**config.mk**
```make
export PLATFORM = sky130hd
export DESIGN_NAME = key_sender_flat
export DESIGN_NICKNAME = d
export VERILOG_FILES = /design/src/rtl/key_sender_if.sv /design/src/rtl/key_sender.sv /design/src/flat_wrapper.sv
export SDC_FILE = /design/constraint.sdc
export NUM_CORES = 1
export LEC_CHECK = 0
export BUFFER_PORTS_ARGS = -buffer_cell sky130_fd_sc_hd__buf_2
export CAP_MARGIN = 10
export CORE_AREA = 5 5 58 60
export DETAILED_ROUTE_END_ITERATION = 7
export DIE_AREA = 0 0 63 65
export PLACE_DENSITY = 0.75
export SYNTH_ARGS = -nofsm -noshare
export SYNTH_HDL_FRONTEND = slang
export SYNTH_SLANG_ARGS = --single-unit
export TNS_END_PERCENT = 100
```
**constraint.sdc**
```tcl
create_clock -name clk -period 1.8 [get_ports clk]
set_input_delay 0.09 -clock clk [delete_from_list [all_inputs] [get_ports clk]]
set_output_delay 0.09 -clock clk [all_outputs]
set_load 0.1 [all_outputs]
```
**src/rtl/key_sender_if.sv**
```systemverilog
`default_nettype none
// ============================================================================
//  Module      : key_sender_if
//  Description : Signal bundle for the key_sender link. Groups the local
//                controller handshake (start/code/busy/done/result), the
//                2-wire symbol link (cable1/cable2/pulsed) and the checker
//                verdict (valid_in).
//  Modports    : master - the key_sender itself (drives link and status)
//                slave  - controller / checker side (drives start, code,
//                         valid_in; observes everything else)
//  Revision    : 1.0 - initial release
// ============================================================================
interface key_sender_if;
    logic       start;      // 1-cycle send request
    logic [7:0] code;       // access code, sampled on accepted start
    logic       busy;       // transfer in progress
    logic       done;       // 1-cycle completion pulse
    logic [1:0] result;     // 0=OK, 1=TIMEOUT, 2=ERROR
    logic       cable1;     // symbol bit 1
    logic       cable2;     // symbol bit 0
    logic       pulsed;     // symbol strobe
    logic [1:0] valid_in;   // checker verdict, asynchronous to clk

    modport master (
        input  start, code, valid_in,
        output busy, done, result, cable1, cable2, pulsed
    );

    modport slave (
        output start, code, valid_in,
        input  busy, done, result, cable1, cable2, pulsed
    );
endinterface
`default_nettype wire

```
**src/rtl/key_sender.sv**
```systemverilog
`default_nettype none
// ============================================================================
//  Module      : key_sender
//  Description : Transmitter end of the 2-wire key link. Sends an 8-bit code
//                as four 2-bit symbols (symbol 0 = code[1:0] first) with a
//                strobe per symbol, then waits for the checker's verdict
//                (OK=0, ERROR=2, NOKEY=3) and reports OK/TIMEOUT/ERROR.
//  Ports       : clk      - system clock, rising edge
//                rst_n    - synchronous reset, active-low
//                bus      - key_sender_if.master (handshake, link, verdict)
//  Options     : KEY_SENDER_RETRY_EN - when defined, a first-attempt ERROR
//                or TIMEOUT silently resends the latched code once.
//  Revision    : 1.0 - initial release
// ============================================================================
module key_sender #(
    parameter int SETUP_CYC   = 2,
    parameter int PULSE_CYC   = 4,
    parameter int GAP_CYC     = 4,
    parameter int TIMEOUT_CYC = 64
) (
    input  logic          clk,
    input  logic          rst_n,
    key_sender_if.master  bus
);

    localparam int c_max_ab  = (SETUP_CYC > PULSE_CYC) ? SETUP_CYC : PULSE_CYC;
    localparam int c_max_cd  = (GAP_CYC > TIMEOUT_CYC) ? GAP_CYC : TIMEOUT_CYC;
    localparam int c_max_all = (c_max_ab > c_max_cd) ? c_max_ab : c_max_cd;
    localparam int c_cnt_w   = $clog2(c_max_all) + 1;

    localparam logic [c_cnt_w-1:0] c_setup_last   = c_cnt_w'(SETUP_CYC - 1);
    localparam logic [c_cnt_w-1:0] c_pulse_last   = c_cnt_w'(PULSE_CYC - 1);
    localparam logic [c_cnt_w-1:0] c_gap_last     = c_cnt_w'(GAP_CYC - 1);
    localparam logic [c_cnt_w-1:0] c_timeout_last = c_cnt_w'(TIMEOUT_CYC - 1);

    localparam logic [1:0] c_res_ok      = 2'd0;
    localparam logic [1:0] c_res_timeout = 2'd1;
    localparam logic [1:0] c_res_error   = 2'd2;

    typedef enum logic [2:0] {
        ST_IDLE  = 3'd0,
        ST_SETUP = 3'd1,
        ST_PULSE = 3'd2,
        ST_GAP   = 3'd3,
        ST_WAIT  = 3'd4
    } state_t;

    state_t               state_q;
    logic [7:0]           code_q;
    logic [1:0]           sym_idx_q;
    logic [c_cnt_w-1:0]   cnt_q;
    logic [1:0]           sync0_q;
    logic [1:0]           sync1_q;
    logic                 busy_q;
    logic                 done_q;
    logic [1:0]           result_q;
    logic                 cable1_q;
    logic                 cable2_q;
    logic                 pulsed_q;

    logic [1:0]           vs;
    logic [1:0]           verdict_d;
    logic                 finish_d;
    logic                 resend_d;
    logic [1:0]           next_sym_d;

    assign vs         = sync1_q;
    assign next_sym_d = code_q[{sym_idx_q + 2'd1, 1'b0} +: 2];

    // Verdict decode while waiting; 3 (NOKEY) and the illegal 1 both mean
    // "no verdict yet" and only the timeout can end the wait.
    always_comb begin
        verdict_d = c_res_timeout;
        finish_d  = 1'b0;
        if (vs == 2'd0) begin
            verdict_d = c_res_ok;
            finish_d  = 1'b1;
        end else if (vs == 2'd2) begin
            verdict_d = c_res_error;
            finish_d  = 1'b1;
        end else if (cnt_q == c_timeout_last) begin
            finish_d  = 1'b1;
        end
    end

`ifdef KEY_SENDER_RETRY_EN
    logic retry_q;

    assign resend_d = (verdict_d != c_res_ok) && !retry_q;

    // Remembers that the single allowed resend has been used.
    always_ff @(posedge clk) begin
        if (!rst_n) begin
            retry_q <= 1'b0;
        end else if (state_q == ST_IDLE) begin
            retry_q <= 1'b0;
        end else if (state_q == ST_WAIT && finish_d && resend_d) begin
            retry_q <= 1'b1;
        end
    end
`else
    assign resend_d = 1'b0;
`endif

    // Verdict synchroniser; idles at NOKEY so reset never looks like OK.
    always_ff @(posedge clk) begin
        if (!rst_n) begin
            sync0_q <= 2'b11;
            sync1_q <= 2'b11;
        end else begin
            sync0_q <= bus.valid_in;
            sync1_q <= sync0_q;
        end
    end

    always_ff @(posedge clk) begin
        if (!rst_n) begin
            state_q   <= ST_IDLE;
            code_q    <= '0;
            sym_idx_q <= '0;
            cnt_q     <= '0;
            busy_q    <= 1'b0;
            done_q    <= 1'b0;
            result_q  <= c_res_ok;
            cable1_q  <= 1'b0;
            cable2_q  <= 1'b0;
            pulsed_q  <= 1'b0;
        end else begin
            done_q <= 1'b0;
            unique case (state_q)
                ST_IDLE: begin
                    // The done cycle is still treated as part of the transfer.
                    if (bus.start && !done_q) begin
                        code_q    <= bus.code;
                        sym_idx_q <= 2'd0;
                        cnt_q     <= '0;
                        busy_q    <= 1'b1;
                        cable1_q  <= bus.code[1];
                        cable2_q  <= bus.code[0];
                        state_q   <= ST_SETUP;
                    end
                end
                ST_SETUP: begin
                    if (cnt_q == c_setup_last) begin
                        cnt_q    <= '0;
                        pulsed_q <= 1'b1;
                        state_q  <= ST_PULSE;
                    end else begin
                        cnt_q <= cnt_q + 1'b1;
                    end
                end
                ST_PULSE: begin
                    if (cnt_q == c_pulse_last) begin
                        cnt_q    <= '0;
                        pulsed_q <= 1'b0;
                        state_q  <= ST_GAP;
                    end else begin
                        cnt_q <= cnt_q + 1'b1;
                    end
                end
                ST_GAP: begin
                    if (cnt_q == c_gap_last) begin
                        cnt_q <= '0;
                        if (sym_idx_q != 2'd3) begin
                            sym_idx_q <= sym_idx_q + 2'd1;
                            cable1_q  <= next_sym_d[1];
                            cable2_q  <= next_sym_d[0];
                            state_q   <= ST_SETUP;
                        end else begin
                            state_q <= ST_WAIT;
                        end
                    end else begin
                        cnt_q <= cnt_q + 1'b1;
                    end
                end
                ST_WAIT: begin
                    if (finish_d && resend_d) begin
                        // Second attempt: restart from symbol 0, stay busy.
                        cnt_q     <= '0;
                        sym_idx_q <= 2'd0;
                        cable1_q  <= code_q[1];
                        cable2_q  <= code_q[0];
                        state_q   <= ST_SETUP;
                    end else if (finish_d) begin
                        done_q   <= 1'b1;
                        busy_q   <= 1'b0;
                        result_q <= verdict_d;
                        state_q  <= ST_IDLE;
                    end else begin
                        cnt_q <= cnt_q + 1'b1;
                    end
                end
                default: begin
                    state_q <= ST_IDLE;
                end
            endcase
        end
    end

    assign bus.busy   = busy_q;
    assign bus.done   = done_q;
    assign bus.result = result_q;
    assign bus.cable1 = cable1_q;
    assign bus.cable2 = cable2_q;
    assign bus.pulsed = pulsed_q;

endmodule
`default_nettype wire

```
**src/flat_wrapper.sv**
```systemverilog
// flat-port wrapper written by rule: the top's interface ports become plain ports
module key_sender_flat 
#(
    parameter int SETUP_CYC   = 2,
    parameter int PULSE_CYC   = 4,
    parameter int GAP_CYC     = 4,
    parameter int TIMEOUT_CYC = 64
)
  (clk, rst_n, bus_start, bus_code, bus_valid_in, bus_busy, bus_done, bus_result, bus_cable1, bus_cable2, bus_pulsed);
  key_sender_if bus_i ();
  input  logic clk;
  input  logic rst_n;
  input wire logic [$bits(bus_i.start)-1:0] bus_start;
  input wire logic [$bits(bus_i.code)-1:0] bus_code;
  input wire logic [$bits(bus_i.valid_in)-1:0] bus_valid_in;
  output wire logic [$bits(bus_i.busy)-1:0] bus_busy;
  output wire logic [$bits(bus_i.done)-1:0] bus_done;
  output wire logic [$bits(bus_i.result)-1:0] bus_result;
  output wire logic [$bits(bus_i.cable1)-1:0] bus_cable1;
  output wire logic [$bits(bus_i.cable2)-1:0] bus_cable2;
  output wire logic [$bits(bus_i.pulsed)-1:0] bus_pulsed;
  assign bus_i.start = bus_start;
  assign bus_i.code = bus_code;
  assign bus_i.valid_in = bus_valid_in;
  assign bus_busy = bus_i.busy;
  assign bus_done = bus_i.done;
  assign bus_result = bus_i.result;
  assign bus_cable1 = bus_i.cable1;
  assign bus_cable2 = bus_i.cable2;
  assign bus_pulsed = bus_i.pulsed;
  key_sender #(.SETUP_CYC(SETUP_CYC), .PULSE_CYC(PULSE_CYC), .GAP_CYC(GAP_CYC), .TIMEOUT_CYC(TIMEOUT_CYC)) u_core (.clk(clk), .rst_n(rst_n), .bus(bus_i));
endmodule
```
# Word-level counts from Yosys, hierarchy flattened
# Index checks and enable logic that the tools add are counted.
[classes]
n_addsub = 2
multipliers = 0
n_div = 0
order_cmp = 0
eq_ne = 16
shifts = 1
n_mux = 36
bitwise_logic = 0
n_reduce_logical = 17
[op_table]
columns = ["op", "n"]
rows = [
  ["2-to-1 mux 7 bit", 4],
  ["case mux 7 bit (4 select lines)", 1],
  ["2-to-1 mux 3 bit", 6],
  ["case mux 3 bit (5 select lines)", 1],
  ["2-to-1 mux 1 bit", 14],
  ["inequality test 2 x 1 -> 1 bit, second input constant", 6],
  ["2-to-1 mux 2 bit", 5],
  ["AND reduction 3 bit", 3],
  ["case mux 1 bit (2 select lines)", 4],
  ["indexed part select 8 x 4 -> 2 bit", 1],
  ["adder 7 x 1 -> 7 bit, second input constant", 1],
  ["equality test 7 x 1 -> 1 bit, second input constant", 1],
  ["equality test 7 x 2 -> 1 bit, second input constant", 1],
  ["equality test 7 x 6 -> 1 bit, second input constant", 1],
  ["equality test 3 x 2 -> 1 bit, second input constant", 2],
  ["AND reduction 2 bit", 3],
  ["nonzero test 2 bit", 3],
  ["AND reduction 5 bit", 1],
  ["inequality test 2 bit, second input constant", 2],
  ["case mux 2 bit (2 select lines)", 1],
  ["AND reduction 4 bit", 1],
  ["nonzero test 4 bit", 1],
  ["equality test 3 x 1 -> 1 bit, second input constant", 1],
  ["equality test 3 bit, second input constant", 1],
  ["other kinds (7)", 7],
]
[totals]
regBits = 31
latch_bits = 0
ram_bits = 0
rom_bits = 0
wordCells = 84
mem_count = 0

# Longest topological paths before layout
[depth]
ltp_word = 6
mapped_depth = 6

# Worst setup path before layout
# OpenSTA, ideal clock, no wires.
[synth_path]
path_kind = "flip-flop to flip-flop"
from = "register u_core.done_q, in the netlist u_core.bus.done"
to = "register u_core.sym_idx_q[0]"
arrival_time_ps = 1776
t_required_ps = 1672
setup_slack_ps = -104
path_stages_with_launch = 6
path_buffers = 0
path_cell_list = "dfxtp_1 > nand2b_1 > or4_1 > o31ai_4 > mux2i_1 > nor2_1"
[synth_via]
elab_chain_len = 4
[synth_rtl]
columns = ["item", "line_no", "text"]
rows = [
  ["from (decl)", "key_sender.sv:55", "logic done_q;"],
  ["from (signal assigned)", "key_sender.sv:123", "done_q <= 1'b0;"],
  ["from (signal assigned)", "key_sender.sv:129", "done_q <= 1'b0;"],
  ["from (signal assigned)", "key_sender.sv:185", "done_q <= 1'b1;"],
  ["logical NOT 1 bit", "key_sender.sv:133", "if (bus.start && !done_q) begin"],
  ["logical AND 1 bit", "key_sender.sv:133", ""],
  ["inequality test 2 x 1 -> 1 bit (no line)", "n/a", ""],
  ["AND reduction 4 bit (no line)", "n/a", ""],
  ["to (signal assigned)", "key_sender.sv:165", "sym_idx_q <= sym_idx_q + 2'd1;"],
  ["to (decl)", "key_sender.sv:50", "logic [1:0] sym_idx_q;"],
]
# Every way passes these cells.
# A chain may end at the register's enable or synchronous reset.

# Final worst setup path
[layout_path]
from = "register u_core.state_q[2]"
to = "register u_core.cnt_q[2]"
[layout_via]
elab_chain_len = 4
elab_cells_between_ends = 11
cone_classes = "eq/ne (6); mux (1); reduce/logical (4)"
[layout_rtl]
columns = ["item", "line_no", "text"]
rows = [
  ["from (decl)", "key_sender.sv:48", "state_t state_q;"],
  ["from (signal assigned)", "key_sender.sv:118", "state_q <= ST_IDLE;"],
  ["from (signal assigned)", "key_sender.sv:140", "state_q <= ST_SETUP;"],
  ["from (signal assigned)", "key_sender.sv:147", "state_q <= ST_PULSE;"],
  ["equality test 3 x 2 -> 1 bit", "key_sender.sv:130", "unique case (state_q)"],
  ["OR reduction 2 bit (no line)", "n/a", ""],
  ["nonzero test 4 bit (no line)", "n/a", ""],
  ["AND reduction 3 bit (no line)", "n/a", ""],
  ["to (signal assigned)", "key_sender.sv:149", "cnt_q <= cnt_q + 1'b1;"],
  ["to (signal assigned)", "key_sender.sv:158", "cnt_q <= cnt_q + 1'b1;"],
  ["to (signal assigned)", "key_sender.sv:173", "cnt_q <= cnt_q + 1'b1;"],
  ["to (decl)", "key_sender.sv:51", "logic [c_cnt_w-1:0] cnt_q;"],
]
# Several ways; a longest one is shown, not always the timed one.

==> insert_results.sql <==
INSERT INTO impl_metrics (metric_group, metric, value, unit) VALUES
('floorplanning', 'ioPinCount', '20', ''),
('floorplanning', 'area_of_the_core', '0.00288', 'sq mm'),
('finish', 'layout.cells.most_common', 'dfxtp_1', ''),
('sta', 'worst_slew_margin_rel', '66.2', '%'),
('yosys', 'synth_sequential_area_ratio', '43.2', '%'),
('yosys', 'synthesized_flop_and_latch_total', '31', ''),
('clock_tree', 'cts.sinks', '31', ''),
('critical_path', 'worst-endpoint-required', '2030', 'ps'),
('clock_tree', 'path_clk_slew', '100', 'ps'),
('yosys', 'count_of_mapped_cells_out_of_synthesis', '152', ''),
('power_and_ir_drop', 'static-leakage-power', '0.677', 'nW'),
('yosys', 'synth_top_flop_cell', 'dfxtp_1', ''),
('yosys', 'synthesis.yosys.warnings', '0', ''),
('floorplanning', 'die_x', '63', 'um'),
('clock_tree', 'cts_root_buf', 'clkbuf_4', ''),
('status', 'status', 'completed', ''),
('sta', 'final_min_period_over_clock_period', '96.5', '%'),
('route', 'routed_wire_length_per_instance', '14.1', 'um'),
('finish', 'final_util', '60.6', '%'),
('finish', 'antenna_cells', '0', ''),
('route', 'drtAntennaViolNets', '0', ''),
('sta', 'finClkSkew', '11.7', 'ps'),
('placement', 'gp_routability_congestion', '0.885', ''),
('sta', 'tightest_slew', '507', 'ps'),
('sta', 'crit_path_time_final', '1740', 'ps'),
('yosys', 'mappedNetlistNets', '168', ''),
('route', 'detail_route.wirelength', '3090', 'um'),
('critical_path', 'start_kind', 'flip-flop', ''),
('finish', 'finalNetCount', '201', ''),
('global_route', 'track_usage', '16.3', '%'),
('yosys', 'synth-edff-count', '0', ''),
('finish', 'area.growth.synth_to_final', '21.4', '%'),
('floorplanning', 'fp.dieArea', '0.00410', 'sq mm'),
('finish', 'mostFrequentLayoutCells', '29 x dfxtp_1, 25 x nor2_1, 19 x buf_2, 12 x nand2_1, 10 x mux2i_1', ''),
('yosys', 'async_flop_share', '0', '%'),
('sta', 'setup_ws', '62.3', 'ps'),
('global_route', 'largest_net_degree_at_the_start_of_global_routing', '17', ''),
('placement', 'dpl_cell_area', '0.00157', 'sq mm'),
('critical_path', 'critical_path_peak_fanout', '10', ''),
('run', 'max-cap-violations', '0', ''),
('global_route', 'grt_util_met2', '25.4', '%'),
('route', 'remaining_drc_errors', '0', ''),
('floorplanning', 'rows', '20', ''),
('finish', 'drive_gt1_share', '24.2', '%'),
('critical_path', 'timing.critical_path.to_type', 'flip-flop', ''),
('route', 'dr.pass1.iters', '4', ''),
('global_route', 'total_global_routing_overflow', '0', ''),
('power_and_ir_drop', 'power.ir.vdd_worst', '665', 'uV'),
('power_and_ir_drop', 'power_density', '927', 'mW/mm^2'),
('sta', 'timing_max_transition_violations_final', '0', ''),
('global_route', 'grt_util_met1', '20.2', '%'),
('finish', 'fin_area', '0.00174', 'sq mm'),
('critical_path', 'path_class', 'flip-flop to flip-flop', ''),
('yosys', 'synthDistinctLibCells', '42', ''),
('global_route', 'antenna_found_initial', '0', ''),
('route', 'vias_per_cell', '5.53', ''),
('placement', 'hpwl', '2130', 'um'),
('clock_tree', 'clock_tree.htree_level_count', '2', ''),
('placement', 'port_buffers', '19', ''),
('global_route', 'grt_first_pass_wirelength', '5250', 'um'),
('global_route', 'gr-usage-met3', '5.37', '%'),
('placement', 'place_ws', '147', 'ps'),
('route', 'vias', '1210', ''),
('floorplanning', 'fp.dieH', '65', 'um'),
('critical_path', 'critical_path_arrival', '1970', 'ps'),
('global_route', 'top_usage_layer', 'met2', ''),
('route', 'initialDrtViolationCount', '25', ''),
('clock_tree', 'tritoncts', 'yes', ''),
('hold_path', 'hp-class', 'input port to flip-flop', ''),
('global_route', 'via_count_of_the_first_global_routing_pass', '1155', ''),
('sta', 'finalHoldWorstSlack', '24.2', 'ps'),
('sta', 'final-setup-viol-count', '0', ''),
('floorplanning', 'initial_util', '49.9', '%'),
('sta', 'fmax', '0.575', 'GHz'),
('clock_tree', 'total_clock_buffers_created_by_cts', '5', ''),
('sta', 'report.final.hold_viol_count', '0', ''),
('clock_tree', 'cts-root-to-sink-buffers', '2', ''),
('yosys', 'syn_area', '0.00144', 'sq mm'),
('clock_tree', 'clk_latency', '340', 'ps'),
('yosys', 'syn-mean-instance-area', '9.44', 'sq um');
layout make-up:
type / instances / area, sq um
Sequential cell: 31 / 623
Multi-Input combinational cell: 112 / 783
Timing Repair Buffer: 31 / 208
Fill cell: 218 / 1130
Tap cell: 33 / 41.3
Inverter: 4 / 15.0
Clock buffer: 7 / 65.1
Clock inverter: 1 / 7.51
registers in the layout, indices dropped and copies added, names as in the netlist:
signal and count:
u_core.sync0_q 2, u_core.sym_idx_q 2, u_core.bus.cable2 1, u_core.state_q 3, u_core.code_q 8, u_core.sync1_q 2, u_core.bus.pulsed 1, u_core.bus.cable1 1
u_core.bus.done 1, u_core.cnt_q 7, u_core.bus.busy 1, u_core.bus.result 2
report_power, final:
part / leakage, nW / internal, mW / total [mW] / switching [mW]
Combinational: 0.385 / 0.136 / 0.352 / 0.216
Sequential: 0.254 / 0.735 / 0.784 / 0.0494
Clock: 0.0375 / 0.228 / 0.479 / 0.251
Total: 0.677 / 1.10 / 1.62 / 0.516
per-layer routing:
metal / vias to the layer above / wire [um]
li1: 607 / -
met1: 562 / 1370
met2: 31 / 1490
met3: 10 / 159
met4: 0 / 70
met5: - / 0
cells by family after synthesis:
group           count (synthesis)  synth area share [%]
fa+ha+maj                       3                  2.62
mux                            12                  10.1
simple gates                   62                  22.4
flops                          31                  43.2
xor+xnor                        5                  3.05
compound gates                 30                  15.8
buf+inv                         9                  2.79
worst max-delay path: stages (launching register included):
cell      delay, ps
dfxtp_1         530
nor3b_2         400
o211ai_4        170
a21boi_0        300
xnor2_1         170
nor2_1           60
per-stage QoR:
step / TNS, ps / power, mW / instances
2_1_floorplan: 0 / 1.06 / 152
3_3_place_gp: 0 / 1.12 / 201
3_5_place_dp: 0 / 1.13 / 201
4_1_cts: 0 / 1.63 / 218
5_1_grt: -40.7 / 1.71 / 219
6_report: 0 / 1.62 / 219
worst paths after layout:
check                           cells past startpoint  slack, ps         startpoint                 to
worst max-delay path                                5         60  u_core.state_q[2]    u_core.cnt_q[2]
worst min-delay path                                2         20              rst_n  u_core.sync1_q[1]
worst max register to register                      5         60  u_core.state_q[2]    u_core.cnt_q[2]
worst min register to register                      1        420  u_core.sync0_q[0]  u_core.sync1_q[0]
timing repair:
action	in CTS	in global routing
buffers inserted	0	1
hold buffers	9	0
endpoints found under the setup margin	0	5
endpoints found under the hold margin	10	0
gates resized for setup	0	2
synthesized netlist by cell type (2+ instances only):
cell | number | area [sq um]
nor3_1 | 3 | 15.0
mux2i_1 | 10 | 100
a31oi_1 | 3 | 18.8
nand2_1 | 12 | 45.0
xnor2_1 | 5 | 43.8
inv_1 | 4 | 15.0
nand2b_1 | 6 | 37.5
clkbuf_1 | 2 | 7.51
mux4_2 | 2 | 45.0
a211oi_1 | 2 | 15.0
a22oi_1 | 2 | 15.0
nor2_1 | 25 | 93.8
a21oi_1 | 8 | 40.0
nand3_1 | 4 | 20.0
o21ai_0 | 4 | 20.0
buf_2 | 2 | 10.0
ha_1 | 3 | 37.5
dfxtp_1 | 31 | 621
Note: power is estimated with default switching activity, not from simulation.
